### config.mk
export PLATFORM = sky130hd
export DESIGN_NAME = xor_frame_parity
export DESIGN_NICKNAME = d
export VERILOG_FILES = /design/src/rtl/xor_pkg.sv /design/src/rtl/xor_reduce.sv /design/src/rtl/xor_frame_parity.sv
export SDC_FILE = /design/constraint.sdc
export NUM_CORES = 1
export LEC_CHECK = 0
export ABC_AREA = 1
export BUFFER_PORTS_ARGS = -buffer_cell sky130_fd_sc_hd__buf_4
export CAP_MARGIN = 10
export CORE_ASPECT_RATIO = 0.7
export CORE_MARGIN = 2
export CORE_UTILIZATION = 45
export DETAILED_ROUTE_END_ITERATION = 10
export HOLD_SLACK_MARGIN = 0.1
export PLACE_DENSITY = 0.85
export SYNTH_ARGS = -nofsm -noshare
export SYNTH_HDL_FRONTEND = slang
export SYNTH_HIERARCHICAL = 1
export SYNTH_SLANG_ARGS = --single-unit
### constraint.sdc
create_clock -name clk -period 1.15 [get_ports clk]
set_input_delay 0.23 -clock clk [delete_from_list [all_inputs] [get_ports clk]]
set_output_delay 0.23 -clock clk [all_outputs]
set_load 0.005 [all_outputs]
### src/rtl/xor_pkg.sv
// Shared definitions for the xor_frame_parity streaming parity unit.
package xor_pkg;

  typedef enum logic {
    ACCUM = 1'b0,
    HOLD  = 1'b1
  } xfp_state_t;

  // Bits needed to hold a beat count in the range 0..max_len.
  function automatic int unsigned cnt_width(input int unsigned max_len);
    return $clog2(max_len + 1);
  endfunction

endpackage

### src/rtl/xor_reduce.sv
// Combinational reduction XOR across a WIDTH-bit word.
module xor_reduce #(
  parameter int unsigned WIDTH = 8
) (
  input  logic [WIDTH-1:0] data,
  output logic             parity
);

  always_comb begin
    parity = ^data;
  end

endmodule

### src/rtl/xor_frame_parity.sv
// Folds valid/ready beats into a per-frame column XOR and returns the word,
// the parity bit, the saturating beat count and an overflow flag.
module xor_frame_parity
  import xor_pkg::*;
#(
  parameter int unsigned  WIDTH   = 8,
  parameter int unsigned  MAX_LEN = 16,
  localparam int unsigned CW      = cnt_width(MAX_LEN)
) (
  input  logic             clk,
  input  logic             rst,
  input  logic             in_valid,
  output logic             in_ready,
  input  logic [WIDTH-1:0] in_data,
  input  logic             in_last,
  input  logic             odd_mode,
  output logic             out_valid,
  input  logic             out_ready,
  output logic [WIDTH-1:0] out_word_xor,
  output logic             out_parity,
  output logic [CW-1:0]    out_count,
  output logic             out_overflow
);

  localparam logic [CW-1:0] CNT_MAX = CW'(MAX_LEN);

  xfp_state_t       state, state_nxt;
  logic [WIDTH-1:0] acc;
  logic [CW-1:0]    cnt;
  logic             ovf;
  logic             mode_q;
  logic             acc_par;
  logic             beat;

  assign beat = in_valid & in_ready;

  always_comb begin
    state_nxt = state;
    in_ready  = 1'b0;
    out_valid = 1'b0;
    unique case (state)
      ACCUM: begin
        in_ready = 1'b1;
        if (in_valid && in_last) state_nxt = HOLD;
      end
      HOLD: begin
        out_valid = 1'b1;
        if (out_ready) state_nxt = ACCUM;
      end
      default: state_nxt = ACCUM;
    endcase
  end

  always_ff @(posedge clk) begin
    if (rst) begin
      state  <= ACCUM;
      acc    <= '0;
      cnt    <= '0;
      ovf    <= 1'b0;
      mode_q <= 1'b0;
    end else begin
      state <= state_nxt;
      if (beat) begin
        acc <= acc ^ in_data;
        // Count saturates; a beat past the limit flags overflow but is still folded.
        if (cnt == CNT_MAX) ovf <= 1'b1;
        else                cnt <= cnt + CW'(1);
        if (cnt == '0 && !ovf) mode_q <= odd_mode;
      end else if (state == HOLD && out_ready) begin
        acc    <= '0;
        cnt    <= '0;
        ovf    <= 1'b0;
        mode_q <= 1'b0;
      end
    end
  end

  xor_reduce #(.WIDTH(WIDTH)) u_reduce (
    .data   (acc),
    .parity (acc_par)
  );

  always_comb begin
    out_word_xor = acc;
    out_parity   = acc_par ^ mode_q;
    out_count    = cnt;
    out_overflow = ovf;
  end

endmodule

### Yosys cells after proc, flatten, opt, wreduce, memory -nomap -nowiden

Cells that the tools add are included.

* flip-flop bits (word level): 16
* bits of input ports: 14
* word-level logic and storage cells: 39

* add/subtract/negate cells: 1
* equal/unequal tests: 4
* muxes and demuxes: 15
* bitwise operators: 4
* reduce and logical (&&, ||, !) cells: 10

Operator list (count)
* 2-to-1 mux 8 bit: 2
* 2-to-1 mux 5 bit: 3
* 2-to-1 mux 1 bit: 9
* XOR reduction 8 bit: 1
* XOR 8 bit: 1
* AND reduction 2 bit: 3
* adder 5 x 1 -> 5 bit, second input constant: 1
* equality test 5 bit, second input constant: 1
* zero test 5 bit: 1
* != test 2 x 1 -> 1 bit, second input constant: 2
* logical AND 1 bit: 3
* != test 2 bit, second input constant: 1
* one-hot mux 1 bit (2 select lines): 1
* nonzero test 2 bit: 1
* AND 1 bit: 1
* zero test 1 bit: 1
* NOT 1 bit: 1
* XOR 1 bit: 1

### Logic depth before layout (Yosys ltp)

Gate-level depths: netlist of run 1.

* word-level depth: 4
* gate-level depth with buffers: 8
* depth with buffers taken out: 8

### Modules after synthesis

The synthesis of run 1 kept the hierarchy.

Modules (own cells, without submodules)
* xor_frame_parity: instances 1, cells each 122, area each 870.8 µm², sequential area each 320.3 µm²
* xor_reduce: instances 1, cells each 47, area each 176.4 µm², sequential area each 0.0 µm²

### Worst setup path before layout of run 1

No wires, ideal clock.

* kind: register to output
* start: reg acc[4], in the netlist out_word_xor[4]
* end: out out_parity
* data arrival time: 0.896 ns
* slack: 0.024 ns
* cell stages (with the launch flop): 9
* path buffers: 0
* cells stage by stage: dfxtp_1 -> inv_1 -> nand2_1 -> nand2_1 -> nand2_1 -> nand2_1 -> nand2_1 -> nand2_1 -> xor2_1

* longest elaborated chain between the ends: 2

Ends and longest elaborated chain
* start, declared: line xor_frame_parity.sv:28 `logic [WIDTH-1:0] acc;`
* start signal, assigned: line xor_frame_parity.sv:64 `acc <= acc ^ in_data;`
* XOR reduction 8 bit: line xor_reduce.sv:10 `parity = ^data;`
* named net acc_par: line xor_frame_parity.sv:32 `logic acc_par;`
* XOR 1 bit: line xor_frame_parity.sv:85 `out_parity = acc_par ^ mode_q;`
* end, declared: line xor_frame_parity.sv:20 `output logic out_parity,`

The timed path passes the listed nets, and every way through them passes these cells.

### Worst setup path after layout of run 1

* start: reg acc[0], in the netlist out_word_xor[0]
* end: out out_parity

The elaborated chain is that of the path after synthesis.

==> results of run 1 <==
flip-flops by register name (all words and copies together), names as in the netlist:
signal and count:
out_overflow 1, out_count 5, out_word_xor 8, mode_q 1, state 1
worst register-to-register path: stages (launching register included):
cell,delay (ns)
dfxtp_4,0.37
ha_1,0.21
nand2_1,0.09
nor3b_2,0.19
nand2_1,0.10
a21oi_1,0.17
timing repair:
item                                    CTS  global route
cloned                                    0             0
resized for setup                        13            47
setup buffers                             1             2
pin swaps                                 0            15
endpoints found under the setup margin    8            19
power by group:
group          internal, uW  total (uW)  switching [uW]
registers               589         635            46.8
clock network           193         382             188
logic                   260         516             256
how the worst max path moves through the flow:
stage,end,slack [ns]
after floorplan,out_parity,0.02
after global placement,out_parity,-0.10
after detailed placement,out_parity,-0.14
after CTS,out_parity,-0.44
after global routing,out_parity,-0.58
final,out_parity,-0.49
metal layers:
metal | vias to the layer above | track usage [%] | share of wire (%)
li1 | 615 | - | -
met1 | 527 | 26.0 | 47
met2 | 41 | 29.9 | 46
met3 | 4 | 7.89 | 6.0
met4 | 0 | 6.38 | 1.1
met5 | - | 0 | 0
stage by stage:
step                setup TNS [ns]  power, uW
floorplan                        0        883
global placement            -0.103       1060
detailed placement          -0.147       1070
CTS                         -0.534       1460
global route                -0.981       1640
finish                      -0.648       1530
cell type report:
type / count / area share, %
timing repair buffer: 44 / 23.1
sequential: 16 / 22.5
tap: 32 / 2.54
multi-input combinational: 115 / 40.2
inverter: 36 / 9.37
clock buffer: 4 / 2.30
cells in the final DEF (no fill, tap or decap), types with 5 or more instances in the layout:
cell / Yosys / final
nand3_1: 7 / 7
nand2_2: 2 / 13
buf_6: 1 / 9
nor2_1: 13 / 11
buf_4: 0 / 35
nor3_1: 8 / 8
o22ai_1: 7 / 7
dfxtp_4: 0 / 7
inv_4: 1 / 5
inv_2: 2 / 7
nand2_1: 56 / 45
inv_1: 33 / 24
dfxtp_2: 0 / 6
cell families after synthesis:
| family | synth area share (%) |
|---|---|
| AO/OA/AOI/OAI | 9.92 |
| XOR/XNOR | 1.67 |
| adder cells (fa/ha/maj) | 2.39 |
| buffers and inverters | 14.7 |
| flip-flops | 30.6 |
| AND/OR/NAND/NOR | 40.7 |
==> flow_metrics.py, run 1 <==
metrics = {
    "worst_setup_path": {
        "worst-path-buf-inv": 2,
        "critPathLaunchType": "register",
        "required_ns": 0.92,
        "r2r_cells": 5,
        "crit_top_cell": "nand2_1",
        "critPathLaunch": "out_word_xor[0]",
        "ff2ff_setup_slack_ns": -0.06,
        "reg2reg_to": "out_count[2]",
        "worstPathCellList": "inv_4 > nand2_2 > nand2_1 > nand2_1 > nand2_1 > nand2_1 > nand2_1 > xor2_1 > buf_4",
        "crit_arrival_ns": 1.41,
        "critPathCaptureType": "primary output",
        "cp_slowest_cell": "dfxtp_4",
        "timing.rr.start": "out_count[0]",
        "critPathMaxFanout": 4,
        "crit_family": "simple AND/OR/NAND/NOR gates",
        "worst_path_largest_cell_delay_ns": 0.39,
        "crit_type": "reg2out",
        "cp.depth": 9,
    },
    "floorplanning": {
        "rows": 14,
        "fp.dieH_um": 44.4,
        "die-area_um2": 2740,
        "die_w_um": 61.7,
        "ioPinCount": 31,
        "initial_core_util_pct": 48.2,
        "core_um2": 2170,
    },
    "final_layout": {
        "n_fill_cell": 184,
        "postLayoutCoreUtil_pct": 72.6,
        "register_area_um2": 354,
        "postLayoutCellArea_um2": 1580,
        "syn2layout_area_growth_pct": 50.5,
        "final_layout_size_suffix_gt1_share_pct": 46.5,
        "post_layout_nonfiller_instances": 247,
        "fin_nets": 232,
        "multi_input_area_um2": 634,
        "antenna_cells": 0,
    },
    "place": {
        "dp_cells": 241,
        "place.port_buffers": 30,
        "hpwlAfterDp_mm": 1.86,
        "gp_congestion": 0.834,
        "place_ws_ns": -0.139,
        "placed_cell_area_um2": 1390,
    },
    "yosys": {
        "synth_area_leaders": "dfxtp_1 (31%), nand2_1 (20%), inv_1 (12%), nor2_1 (4.7%), o22ai_1 (4.2%)",
        "synth_commonest_cells": "nand2_1 (56), inv_1 (33), dfxtp_1 (16)",
        "async_flop_share_pct": 0,
        "syn_inst": 169,
        "seq_area_frac_synth_pct": 30.6,
        "synth_edf_count": 0,
        "syn_avg_cell_area_um2": 6.20,
        "ys_ff_latch": 16,
        "synth_top_area_share_pct": 30.6,
        "yosysWarnings": 6,
        "synth_nets": 185,
        "ys.flop_type": "dfxtp_1",
        "yosys.cell_types.count": 23,
        "syn_area_um2": 1050,
        "synth_top_cell_by_area": "dfxtp_1",
        "synth.most_common_cell": "nand2_1",
    },
    "clock_network": {
        "hold_buffers": 0,
        "cts-htree-levels": 1,
        "cts-root-buf": "clkbuf_4",
        "clock_latency_ns": 0.29,
        "cts_tree": "built",
        "cts_num_sinks": 16,
        "clk_pin_slew_ns": 0.10,
        "clock_path_buffers": 2,
        "cts_buffers": 3,
    },
    "global_route": {
        "grt_pass1_vias": 947,
        "grt_usage_pct": 19.8,
        "antenna_found_initial": 0,
        "grt-ovfl-total": 0,
        "grt_start_max_net_pins": 18,
        "grt_pass1_wl_mm": 3.93,
    },
    "routing": {
        "drtIter0Drc": 57,
        "firstDrtPassIters": 4,
        "routed_via_density": 4.81,
        "routedWlPerCell_um": 11.5,
        "drt-total-wl_mm": 2.84,
        "antenna_left": 0,
        "via_count": 1187,
        "drc_errors": 0,
    },
    "timing": {
        "worst_pin_slew_ns": 0.207,
        "min_period_over_period_pct": 143,
        "holdWs_ns": 0.126,
        "final_hold_viol_count": 0,
        "rsz0062_at_grt": "true",
        "slew_viol_final": 0,
        "finalClockSkew_ns": 0.000537,
        "setup_viol": 5,
        "max-slew-margin-rel_pct": 86.2,
        "post-route-min-period_ns": 1.64,
        "fmaxAchievable_mhz": 609,
        "setup_ws_ns": -0.492,
    },
    "hold_path": {
        "min_path_type": "in2reg",
        "min_from": "rst",
        "min_to": "out_count[3]",
        "min_path_cells": 2,
    },
    "flow_run": {
        "max-cap-violations": 0,
    },
    "run_status": {
        "failed_checks": "negative setup slack",
        "status": "complete, but fails checks",
    },
    "power_and_ir_drop": {
        "power.leakage_uw": 0.000781,
        "p_per_area_nw_per_um2": 972,
        "ir_worst_vdd_mv": 0.546,
    },
}
No activity file was read; power rests on OpenSTA's default activity.
==> inputs of run 2 (changes only) <==
--- a/config.mk
+++ b/config.mk
@@ -8,12 +8,12 @@
 export ABC_AREA = 1
 export BUFFER_PORTS_ARGS = -buffer_cell sky130_fd_sc_hd__buf_4
 export CAP_MARGIN = 10
-export CORE_ASPECT_RATIO = 0.7
+export CORE_ASPECT_RATIO = 0.75
 export CORE_MARGIN = 2
 export CORE_UTILIZATION = 45
 export DETAILED_ROUTE_END_ITERATION = 10
 export HOLD_SLACK_MARGIN = 0.1
-export PLACE_DENSITY = 0.85
+export PLACE_DENSITY = 0.76
 export SYNTH_ARGS = -nofsm -noshare
 export SYNTH_HDL_FRONTEND = slang
 export SYNTH_HIERARCHICAL = 1
==> flow_metrics.py, run 2 (synthesis results as in run 1) <==
metrics = {
    "timing": {
        "rsz0062_at_grt": "true",
        "max-slew-margin-rel_pct": 82.8,
        "setup_viol": 2,
        "fmaxAchievable_mhz": 635,
        "post-route-min-period_ns": 1.58,
        "final_hold_viol_count": 0,
        "slew_viol_final": 0,
        "setup_ws_ns": -0.426,
        "finalClockSkew_ns": 0.00225,
        "min_period_over_period_pct": 137,
        "holdWs_ns": 0.127,
        "worst_pin_slew_ns": 0.257,
    },
    "worst_setup_path": {
        "critPathMaxFanout": 4,
        "critPathCaptureType": "primary output",
        "ff2ff_setup_slack_ns": 0.02,
        "crit_end": "out_parity",
        "timing.rr.start": "out_count[0]",
        "reg2reg_to": "out_count[2]",
        "crit_arrival_ns": 1.35,
        "r2r_cells": 5,
        "critPathLaunch": "out_word_xor[3]",
        "critPathLaunchType": "register",
        "crit_type": "reg2out",
        "required_ns": 0.92,
    },
    "power_and_ir_drop": {
        "power.leakage_uw": 0.000769,
        "ir_worst_vdd_mv": 0.830,
        "p_per_area_nw_per_um2": 932,
    },
    "place": {
        "place.port_buffers": 30,
        "place_ws_ns": -0.181,
        "hpwlAfterDp_mm": 2.00,
        "gp_congestion": 0.870,
    },
    "floorplanning": {
        "die-area_um2": 2730,
        "fp.dieH_um": 45.8,
        "rows": 15,
        "die_w_um": 59.7,
        "core_um2": 2250,
        "initial_core_util_pct": 46.5,
        "ioPinCount": 31,
    },
    "global_route": {
        "grt_pass1_wl_mm": 4.24,
        "grt_start_max_net_pins": 18,
        "grt-ovfl-total": 0,
        "grt_pass1_vias": 1066,
        "antenna_found_initial": 0,
        "grt_usage_pct": 20.8,
    },
    "final_layout": {
        "n_fill_cell": 191,
        "largest_reg_flops": 8,
        "register_area_um2": 347,
        "syn2layout_area_growth_pct": 46.8,
        "mostFrequentLayoutCells": "nand2_1 (48), buf_4 (39), inv_1 (23)",
        "antenna_cells": 0,
        "layout_commonest_cell": "nand2_1",
        "fin_nets": 232,
        "final_layout_size_suffix_gt1_share_pct": 46.3,
        "postLayoutCoreUtil_pct": 68.3,
        "multi_input_area_um2": 651,
    },
    "routing": {
        "routed_via_density": 4.92,
        "antenna_left": 0,
        "via_count": 1176,
        "drtIter0Drc": 100,
        "drc_errors": 0,
        "drt-total-wl_mm": 2.92,
        "routedWlPerCell_um": 12.2,
        "firstDrtPassIters": 4,
    },
    "clock_network": {
        "clock_latency_ns": 0.29,
        "cts-root-buf": "clkbuf_4",
        "hold_buffers": 0,
        "cts_buffers": 3,
        "cts_num_sinks": 16,
        "clk_pin_slew_ns": 0.09,
        "cts-htree-levels": 1,
        "cts_tree": "built",
        "clock_path_buffers": 2,
    },
    "hold_path": {
        "min_path_cells": 2,
        "min_path_type": "in2reg",
    },
    "run_status": {
        "status": "complete, but fails checks",
        "failed_checks": "negative setup slack",
    },
    "flow_run": {
        "max-cap-violations": 0,
    },
}
run 2: per-layer routing:
metal  track usage [%]  wire, um  vias up
li1                  -         -      613
met1              24.6      1310      531
met2              35.7      1470       30
met3              6.53       117        2
met4              7.56        13        0
met5                 0         0        -
run 2: what timing repair did:
action                                  CTS  global route
endpoints found under the setup margin    9            15
setup buffers                             2             1
gates resized for setup                  25            26
pin swaps                                14            14
run 2: layout make-up:
cell class              count  area share [%]
clock buffers               3            1.46
inverters                  36            8.95
well taps                  25            2.03
multi-input cells         115            42.3
repair buffers             44            22.7
flip-flops and latches     16            22.5
run 2: how the worst min path moves through the flow:
| stage | end | start | slack [ns] |
|---|---|---|---|
| after detailed placement | out_count[2] | rst | 0.44 |
| after global routing | out_count[3] | rst | 0.11 |
| after floorplan | out_count[2] | rst | 0.30 |
| after global placement | out_count[3] | rst | 0.44 |
| after CTS | out_count[3] | rst | 0.13 |
| final | out_count[2] | rst | 0.13 |
run 2: through the flow:
stage	cells	total power [uW]	TNS, ns	cell area (um^2)
final	239	1430	-0.524	1540
after global routing	239	1520	-0.779	1540
after CTS	238	1400	-0.484	1450
after detailed placement	233	1080	-0.254	1370
after global placement	233	1060	-0.109	1370
after floorplan	169	883	0	1050
run 2: worst max-delay path, cell delays in order (launching register included):
cell     delay, ns
dfxtp_4       0.37
inv_2         0.05
nand2_1       0.04
nand2_1       0.07
nand2_1       0.07
nand2_1       0.07
nand2_1       0.05
nand2_1       0.07
xor2_1        0.14
buf_4         0.12
run 2: where the power goes:
part | leakage [uW] | switching (uW) | total [uW] | internal (uW)
clock network | 0.0000138 | 176 | 298 | 122
logic | 0.000618 | 248 | 496 | 248
registers | 0.000137 | 48.5 | 640 | 591
==> inputs of run 3 (changes only) <==
--- a/config.mk
+++ b/config.mk
@@ -9,7 +9,6 @@
 export BUFFER_PORTS_ARGS = -buffer_cell sky130_fd_sc_hd__buf_4
 export CAP_MARGIN = 10
 export CORE_ASPECT_RATIO = 0.75
-export CORE_MARGIN = 2
 export CORE_UTILIZATION = 45
 export DETAILED_ROUTE_END_ITERATION = 10
 export HOLD_SLACK_MARGIN = 0.1
==> flow_metrics.py, run 3 (synthesis results as in run 1) <==
metrics = {
    "power_and_ir_drop": {
        "power.leakage_uw": 0.000768,
        "seq_power_share_pct": 41.0,
        "share_comb_of_total_power_pct": 34.4,
        "power.switching_uw": 519,
        "p_clk_share_pct": 24.6,
        "p_sw_share_pct": 33.3,
        "p_per_area_nw_per_um2": 976,
        "ir_worst_vdd_mv": 0.834,
        "internal-power_uw": 1040,
    },
    "routing": {
        "routed_via_density": 5.12,
        "drtIter0Drc": 60,
        "firstDrtPassIters": 7,
        "antenna_left": 0,
        "drt-total-wl_mm": 3.05,
        "routedWlPerCell_um": 12.9,
        "via_count": 1209,
        "drc_errors": 1,
    },
    "final_layout": {
        "largest_reg_flops": 8,
        "layout_commonest_cell": "nand2_1",
        "postLayoutCellArea_um2": 1600,
        "fin_nets": 229,
        "syn2layout_area_growth_pct": 52.6,
        "antenna_cells": 0,
        "mostFrequentLayoutCells": "nand2_1 (34), buf_4 (32), nand2_2 (23), inv_1 (23)",
        "final_layout_size_suffix_gt1_share_pct": 52.8,
        "post_layout_nonfiller_instances": 236,
    },
    "floorplanning": {
        "die_w_um": 57.7,
        "initial_core_util_pct": 49.8,
        "rows": 14,
        "core_um2": 2100,
        "fp.dieH_um": 43.8,
        "die-area_um2": 2530,
        "ioPinCount": 31,
    },
    "run_status": {
        "status": "complete, but fails checks",
        "failed_checks": "design-rule violations, negative setup slack",
    },
    "timing": {
        "worst_pin_slew_ns": 0.286,
        "min_period_over_period_pct": 141,
        "rsz0062_at_grt": "true",
        "max-slew-margin-rel_pct": 80.9,
        "post-route-min-period_ns": 1.62,
        "slew_viol_final": 0,
        "setup_viol": 1,
        "fmaxAchievable_mhz": 617,
        "setup_ws_ns": -0.471,
        "final_hold_viol_count": 0,
        "finalClockSkew_ns": 0.0100,
    },
    "clock_network": {
        "cts_num_sinks": 16,
        "hold_buffers": 0,
        "clk_pin_slew_ns": 0.10,
        "cts_tree": "built",
        "clock_path_buffers": 2,
        "cts-root-buf": "clkbuf_4",
        "clock_latency_ns": 0.30,
        "cts-htree-levels": 1,
        "cts_buffers": 3,
    },
    "worst_setup_path": {
        "critPathMaxFanout": 5,
        "critPathLaunchType": "register",
        "ff2ff_setup_slack_ns": 0.02,
        "critPathCaptureType": "primary output",
        "required_ns": 0.92,
        "crit_arrival_ns": 1.39,
        "crit_type": "reg2out",
    },
    "place": {
        "dp_cells": 232,
        "gp_congestion": 0.894,
        "placed_cell_area_um2": 1370,
        "place.port_buffers": 30,
        "hpwlAfterDp_mm": 2.00,
    },
    "global_route": {
        "antenna_found_initial": 0,
        "grt_pass1_vias": 1073,
        "grt-ovfl-total": 0,
        "grt_start_max_net_pins": 18,
        "grt_pass1_wl_mm": 4.33,
        "grt_usage_pct": 22.7,
    },
    "flow_run": {
        "max-cap-violations": 0,
    },
    "hold_path": {
        "min_path_type": "in2reg",
    },
}
run 3: power by group through the flow:
stage / clock (uW) / combinational (uW) / sequential [uW]
2_1_floorplan: 0 / 244 / 640
3_3_place_gp: 0 / 417 / 636
3_5_place_dp: 0 / 437 / 639
4_1_cts: 386 / 445 / 634
5_1_grt: 421 / 583 / 648
6_report: 384 / 537 / 639
run 3: layer usage:
layer  GRT usage, %  wire, um  share of wire [%]  up-vias
met3           6.27       123                4.0        8
met4           6.67        55                1.8        0
met5              0         0                  0        -
met1           25.6      1330                 44      564
met2           42.3      1530                 50       29
li1               -         -                  -      608
run 3: final timing paths:
check	endpoint	cells after the start	from
hold reg to reg	out_count[4]	2	out_count[4]
setup reg to reg	out_count[2]	7	out_count[1]
hold / removal	out_count[2]	2	rst
setup / recovery	out_parity	9	out_word_xor[5]
run 3: through the flow:
stage	setup TNS [ns]	hold WS, ns	worst slack, ns	total power, uW	util [%]
2_1_floorplan	0	0.299	0.0245	883	-
3_3_place_gp	-0.127	0.435	-0.105	1050	65.1
3_5_place_dp	-0.274	0.433	-0.216	1080	65.1
4_1_cts	-0.470	0.112	-0.470	1470	68.1
5_1_grt	-0.729	0.108	-0.580	1650	76.0
6_report	-0.471	0.123	-0.471	1560	76.0
run 3: area by class of cell:
type	count	area [um^2]
flip-flops and latches	16	360
fillers	155	504
multi-input cells	115	689
well taps	24	30.0
inverters	36	140
repair buffers	41	342
clock buffers	4	36.3
run 3: repair_timing:
item / in CTS / in global routing
pin swaps: 12 / 19
gates resized for setup: 24 / 53
setup buffers: 0 / 1
setup endpoints to repair: 9 / 17
run 3: critical path, cell delays in order (launching register included):
cell     delay [ns]
dfxtp_4        0.37
inv_2          0.06
nand2_1        0.06
nand2_2        0.07
nand2_2        0.06
nand2_2        0.07
nand2_2        0.06
nand2_2        0.07
xor2_1         0.14
buf_4          0.12
